--- config.mk ---
export PLATFORM = sky130hd
export DESIGN_NAME = vga_timing_gen
export DESIGN_NICKNAME = d
export VERILOG_FILES = /design/src/rtl/vga_timing_gen.sv
export SDC_FILE = /design/constraint.sdc
export NUM_CORES = 1
export LEC_CHECK = 0
export ABC_CLOCK_PERIOD_IN_PS = 3700
export BUFFER_PORTS_ARGS = -buffer_cell sky130_fd_sc_hd__buf_2
export CAP_MARGIN = 0
export CORE_UTILIZATION = 56
export CTS_CLUSTER_DIAMETER = 30
export CTS_CLUSTER_SIZE = 16
export DETAILED_ROUTE_END_ITERATION = 8
export GPL_ROUTABILITY_DRIVEN = 0
export GPL_TIMING_DRIVEN = 0
export PLACE_DENSITY = 0.92
export SYNTH_ARGS = -nofsm -noshare
export SYNTH_HDL_FRONTEND = slang
export SYNTH_SLANG_ARGS = --single-unit
--- constraint.sdc ---
create_clock -name clk_i -period 3.7 [get_ports clk_i]
set_input_delay 0.37 -clock clk_i [delete_from_list [all_inputs] [get_ports clk_i]]
set_output_delay 0.37 -clock clk_i [all_outputs]
set_load 0.005 [all_outputs]
--- src/rtl/vga_timing_gen.sv ---
// Raster timing generator: pixel divider, h/v counters, sync/blank decode and frame strobe.
// Define VGA_SYNC_PIPE_EN to register hsync/vsync/video_on one pixel behind the counters.
module vga_timing_gen #(
   parameter int unsigned CLK_DIV  = 4,
   parameter int unsigned H_ACTIVE = 640,
   parameter int unsigned H_FP     = 16,
   parameter int unsigned H_SYNC   = 96,
   parameter int unsigned H_BP     = 48,
   parameter int unsigned V_ACTIVE = 480,
   parameter int unsigned V_FP     = 10,
   parameter int unsigned V_SYNC   = 2,
   parameter int unsigned V_BP     = 33,
   parameter bit          SYNC_POL = 1'b0
) (
   input  logic       clk_i,
   input  logic       rst_ni,
   output logic       pix_tick_o,
   output logic [9:0] h_cnt_o,
   output logic [9:0] v_cnt_o,
   output logic       hsync_o,
   output logic       vsync_o,
   output logic       video_on_o,
   output logic       frame_o
);

   localparam int unsigned DIV_W = (CLK_DIV > 1) ? $clog2(CLK_DIV) : 1;
   localparam logic [DIV_W-1:0] DIV_LAST = DIV_W'(CLK_DIV - 1);

   localparam logic [9:0] H_LAST   = 10'(H_ACTIVE + H_FP + H_SYNC + H_BP - 1);
   localparam logic [9:0] V_LAST   = 10'(V_ACTIVE + V_FP + V_SYNC + V_BP - 1);
   localparam logic [9:0] H_ACT    = 10'(H_ACTIVE);
   localparam logic [9:0] V_ACT    = 10'(V_ACTIVE);
   localparam logic [9:0] V_ACT_M1 = 10'(V_ACTIVE - 1);
   localparam logic [9:0] HS_FIRST = 10'(H_ACTIVE + H_FP);
   localparam logic [9:0] HS_LAST  = 10'(H_ACTIVE + H_FP + H_SYNC - 1);
   localparam logic [9:0] VS_FIRST = 10'(V_ACTIVE + V_FP);
   localparam logic [9:0] VS_LAST  = 10'(V_ACTIVE + V_FP + V_SYNC - 1);

   logic [DIV_W-1:0] div_q, div_d;
   logic [9:0]       h_cnt_q, h_cnt_d;
   logic [9:0]       v_cnt_q, v_cnt_d;
   logic             frame_q, frame_d;
   logic             pix_tick, h_wrap;
   logic             hs_dec, vs_dec, vid_dec;

   always_comb begin
      pix_tick = (div_q == DIV_LAST);
      div_d    = pix_tick ? '0 : div_q + 1'b1;
      h_wrap   = (h_cnt_q == H_LAST);
      h_cnt_d  = h_cnt_q;
      v_cnt_d  = v_cnt_q;
      if (pix_tick) begin
         if (h_wrap) begin
            h_cnt_d = '0;
            v_cnt_d = (v_cnt_q == V_LAST) ? '0 : v_cnt_q + 1'b1;
         end else begin
            h_cnt_d = h_cnt_q + 1'b1;
         end
      end
      // Strobe on the edge that loads (0, V_ACTIVE): first blanking line begins
      frame_d = pix_tick & h_wrap & (v_cnt_q == V_ACT_M1);
   end

   always_comb begin
      hs_dec  = ((h_cnt_q >= HS_FIRST) && (h_cnt_q <= HS_LAST)) ? SYNC_POL : ~SYNC_POL;
      vs_dec  = ((v_cnt_q >= VS_FIRST) && (v_cnt_q <= VS_LAST)) ? SYNC_POL : ~SYNC_POL;
      vid_dec = (h_cnt_q < H_ACT) && (v_cnt_q < V_ACT);
   end

   always_ff @(posedge clk_i) begin
      if (!rst_ni) begin
         div_q   <= '0;
         h_cnt_q <= '0;
         v_cnt_q <= '0;
         frame_q <= 1'b0;
      end else begin
         div_q   <= div_d;
         h_cnt_q <= h_cnt_d;
         v_cnt_q <= v_cnt_d;
         frame_q <= frame_d;
      end
   end

`ifdef VGA_SYNC_PIPE_EN
   logic hsync_q, vsync_q, video_on_q;

   always_ff @(posedge clk_i) begin
      if (!rst_ni) begin
         hsync_q    <= ~SYNC_POL;
         vsync_q    <= ~SYNC_POL;
         video_on_q <= 1'b0;
      end else if (pix_tick) begin
         hsync_q    <= hs_dec;
         vsync_q    <= vs_dec;
         video_on_q <= vid_dec;
      end
   end

   assign hsync_o    = hsync_q;
   assign vsync_o    = vsync_q;
   assign video_on_o = video_on_q;
`else
   assign hsync_o    = hs_dec;
   assign vsync_o    = vs_dec;
   assign video_on_o = vid_dec;
`endif

   assign pix_tick_o = pix_tick;
   assign h_cnt_o    = h_cnt_q;
   assign v_cnt_o    = v_cnt_q;
   assign frame_o    = frame_q;

endmodule
# [Word-level counts from Yosys, hierarchy flattened]
# Index checks and enable logic that the tools add are counted.
[totals] register_bits=23 latchBits=0 ramBits=0 rom_bits=0 input_bits=2 memories=0
[op_classes] add_sub_neg=3 multipliers=0 div_mod_pow=0 n_lt_le_gt_ge=6 eq_ne=4 shift=0 mux=4 bitwise_logic=3 n_reduce_logical=5
[op_table] operator="$add A10 B1 Y10 const B" n=2
[op_table] operator="$eq A10 B10 Y1 const B" n=2
[op_table] operator="$mux W10" n=2
[op_table] operator="$eq A10 B9 Y1 const B" n=1
[op_table] operator="$ge A10 B10 Y1 const B" n=1
[op_table] operator="$ge A10 B9 Y1 const B" n=1
[op_table] operator="$le A10 B10 Y1 const B" n=1
[op_table] operator="$le A10 B9 Y1 const B" n=1
[op_table] operator="$lt A10 B10 Y1 const B" n=1
[op_table] operator="$lt A10 B9 Y1 const B" n=1
[op_table] operator="$logic_and A1 B1 Y1" n=3
[op_table] operator="$add A2 B1 Y2 const B" n=1
[op_table] operator="$and A1 B1 Y1" n=2
[op_table] operator="$eq A2 B2 Y1 const B" n=1
[op_table] operator="$mux W1" n=2
[op_table] operator="$reduce_and A2 Y1" n=1
[op_table] operator="$reduce_or A2 Y1" n=1
[op_table] operator="$not A1 Y1" n=1

# [Logic depth before layout (Yosys ltp)]
[logic_depth] ltp_word=3 depth_mapped=6 depth_no_buf=6

# [Worst setup path after synthesis]
# OpenSTA, ideal clock, no wires.
[synth_timing] path_kind="flip-flop to flip-flop" startpoint="register h_cnt_q[0] (netlist: h_cnt_o[0])" endpoint="register v_cnt_q[7] (netlist: v_cnt_o[7])" setup_time_ns=0.071 arrival_time_ns=1.573 path_slack_ns=2.056 stages_incl_launch_ff=6 path_buffers=0 period_less_slack_ns=1.644 path_cell_list="dfxtp_1 > ha_1 > and4_4 > nand4_4 > or4_1 > a21oi_1"
[synth_between] elab_chain_cells=2
[synth_lines] item="start: declaration" line_no="40" rtl="logic [9:0] h_cnt_q, h_cnt_d;"
[synth_lines] item="start signal: assignment" line_no="78" rtl="h_cnt_q <= h_cnt_d;"
[synth_lines] item="$eq A10 B10 Y1" line_no="49" rtl="h_wrap = (h_cnt_q == H_LAST);"
[synth_lines] item="$reduce_and A2 Y1 (no source line)"
[synth_lines] item="end signal: assignment" line_no="79" rtl="v_cnt_q <= v_cnt_d;"
[synth_lines] item="end: declaration" line_no="41" rtl="logic [9:0] v_cnt_q, v_cnt_d;"
# Every way passes these cells.
# A chain may end at the register's enable or synchronous reset.

# [Final worst setup path]
[layout_timing] startpoint="register h_cnt_q[0] (netlist: h_cnt_o[0])" endpoint="register v_cnt_q[2] (netlist: v_cnt_o[2])"
# The elaborated chain is that of the path after synthesis.

==> run summary <==
The required time at the worst-slack endpoint came out at 3890 ps. The worst reg2reg path depth is 6. The count of warnings emitted by yosys is 0. The count of final hold-check violations is 0.

The data arrival time of the worst path is 2080 ps. The final cycle utilization of the critical path came out at 51.0%. For this run, the leading register cell type out of synthesis is dfxtp_1.

The wire length after detailed routing is 2.49 mm. Across the routed clock network, the largest skew measured is 1.56 ps. The clock drives 23 sinks. The maximum VDD drop is 236 uV. After detailed routing, the number of remaining DRC violations is 0.

The first-pass GRT wire length came out at 3.96 mm. The mean post-synth cell area came out at 8.88 um^2. The proportion of layout cells with a drive suffix above 1 is 21.0%. The worst register-to-register path ends at v_cnt_o[2]. After synthesis the netlist holds a flip-flop and latch count of 23. The die is 47.9 um wide.

The endpoint of the most critical setup path is v_cnt_o[2]. The worst setup path is captured at a register. The floorplan die area is 0.00230 mm^2. The count of nets after finishing is 171. For this run, the share of the core covered by cells in the final layout is 68.9%. The number of buffers on the longest clock path is 2. The number of search-and-repair iterations in the first detailed-routing pass came out at 4. Once the clock tree was built, the resizer swapped 0 gates to a different size. The via count of the first global-routing pass is 948. The number of I/O port buffers is 25. The clock-pin transition on the worst setup and hold timing paths came out at 120 ps.

TritonCTS built the clock tree. The min-delay analysis places its worst path in the category register to register. The number of instances in the synthesized netlist came out at 133. The total nets after synthesis came out at 141.

The effective utilization at floorplan is 59.6%. The critical path startpoint is h_cnt_o[0]. Of the synthesized area, sequential elements account for 39.0%. The DRC marker count from the first detailed-route iteration came out at 21. The startpoint identified for the worst register-to-register timing path is h_cnt_o[0]. The tree is rooted in a clkbuf_4. The setup fix buffers added after clock tree synthesis is 0. The max-slew violation count is 0. The TritonCTS buffer count came out at 3.

The netlist area before placement is 0.00118 mm^2. The area of all placed cells without fillers is 0.00137 mm^2. The number of antenna diodes in the final layout is 0.

The biggest fanout along the worst timing path came out at 10. The clock latency at the later pin of the worst-skew pair came out at 310 ps. The remaining global-route overflow came out at 0. The flow ran to the end, and the final reports show no timing, DRC or antenna violations. For this run, asynchronously set or reset flops after synthesis account for 0%. The internal reg-to-reg setup slack is 1810 ps. The mean routed wirelength per cell came out at 13.1 um.

The count of flip-flops with a built-in enable after synthesis is 0. The count of nets left with antenna violations once routing finished came out at 0. The transition time at the pin with the least slew margin came out at 574 ps. For the finished layout, the period the worst path requires is 1890 ps. Setup repair after global routing left no endpoint under its margin. The startpoint of the lowest-slack hold path is div_q[0]. Derived from the worst setup path, the maximum achievable clock frequency is 530 MHz. Row generation in the floorplan step produced 16 rows.

Once placement finished, the instance area stood at 0.00134 mm^2. The die boundary height came out at 47.9 um. The largest net degree at the start of global routing is 13. The kind of launch point of the worst setup path is a register.

The HPWL after detailed placement is 1.84 mm. The setup total negative slack came out at 0 ps. The total area inside the core boundary comes to 0.00198 mm^2. Across all layers, the routed design uses 1073 vias. By startpoint and endpoint, the worst setup path is classified as register to register. CTS built an H-tree with a depth of 1. The total of hold buffers inserted after clock tree synthesis is 0. Global routing used 24.7% of the available tracks across all layers. The growth of design area from synthesis to finish is 15.7%. The power per standard cell area came out at 283 mW/mm^2.

The max-cap violation count came out at 0. 27 I/O pins were placed. The number of distinct standard cells referenced by the synthesized netlist came out at 37. Setup violations remaining at the end of the flow were counted as 0. The number of antenna violations at the first check in global routing came out at 0.

The minimum hold slack came out at 442 ps. The via-per-instance ratio is 5.68. The relative slew slack came out at 61.5%. In this run the static leakage power is 0.569 nW.
==> cell families after synthesis <==
kind of cell | share of synthesized area [%]
buffers and inverters | 3.28
flip-flops | 39.0
AND/OR/NAND/NOR | 33.2
adder cells (fa/ha/maj) | 6.36
XOR/XNOR | 7.41
AO/OA/AOI/OAI | 10.8
==> placed cells by master, fill, tap and decap left out, drive strengths merged, types with 2 or more instances in the layout <==
| cell type | instances |
|---|---|
| buf | 27 |
| nand2 | 12 |
| o21ai | 6 |
| nand4 | 6 |
| nor3b | 2 |
| and4 | 4 |
| or3 | 5 |
| dfxtp | 23 |
| inv | 4 |
| and3 | 3 |
| a21boi | 3 |
| xnor2 | 4 |
| xor2 | 6 |
| or4 | 3 |
| and3b | 2 |
| o31ai | 2 |
| nand3 | 6 |
| nor3 | 2 |
| and2 | 3 |
| clkbuf | 6 |
| ha | 6 |
| nor2 | 13 |
| a21oi | 6 |
==> worst min path at each step <==
stage | end | cells after the start
after detailed placement | div_q[0] | 1
after floorplan | div_q[0] | 1
after global routing | v_cnt_o[6] | 2
after global placement | div_q[0] | 1
final | div_q[0] | 1
after CTS | div_q[0] | 1
==> final cells by class <==
cell class / instances / area (um^2)
plain buffers: 4 / 23.8
clock buffers: 4 / 26.3
inverters: 4 / 15.0
well taps: 27 / 33.8
multi-input cells: 102 / 682
repair buffers: 25 / 125
flip-flops and latches: 23 / 460
fillers: 170 / 616
==> flip-flops by register name (all words and copies together), names as in the netlist <==
register  count
h_cnt_o      10
v_cnt_o      10
div_q         2
frame_o       1
==> report_power, final <==
part	internal, mW	leakage [nW]	switching [mW]	total, mW
clock	0.0421	0.0150	0.0747	0.117
combinational	0.00638	0.368	0.00962	0.0160
sequential	0.251	0.186	0.00255	0.254
total	0.300	0.569	0.0869	0.387
==> stage by stage <==
stage / instances / setup WS [ps] / power (mW)
final: 189 / 1810 / 0.387
after detailed placement: 185 / 1880 / 0.276
after CTS: 189 / 1830 / 0.386
after global placement: 185 / 1920 / 0.274
after global routing: 189 / 1680 / 0.400
after floorplan: 133 / 2060 / 0.270
==> metal layers <==
metal  wire length (um)  track usage, %
met1               1140            29.7
met2               1220            43.2
met3                 85            3.77
met4                 42            10.6
met5                  0               0
==> worst max-delay path, cell delays in order (launching register included) <==
cell,delay (ps)
dfxtp_1,430
ha_1,220
and4_4,270
nand4_4,110
buf_6,160
o21ai_1,470
nor2_1,100
==> cell usage after synthesis (2+ instances only) <==
cell type   n  share of area (%)
a21boi_0    3                1.9
a21oi_1     6                2.5
and2_1      3                1.6
and3_1      3                1.6
and3b_1     2                1.5
and4_1      3                2.2
clkbuf_1    2               0.64
dfxtp_1    23                 39
ha_1        6                6.4
inv_1       4                1.3
nand2_1    12                3.8
nand3_1     6                2.5
nand4_1     4                2.1
nor2_1     12                3.8
nor3_1      2               0.85
nor3b_1     2                1.3
o21ai_0     5                2.1
o31ai_1     2                1.3
or3_1       5                2.6
or4_1       3                1.9
xnor2_1     4                3.0
xor2_1      6                4.4
No activity file was read; power rests on OpenSTA's default activity.
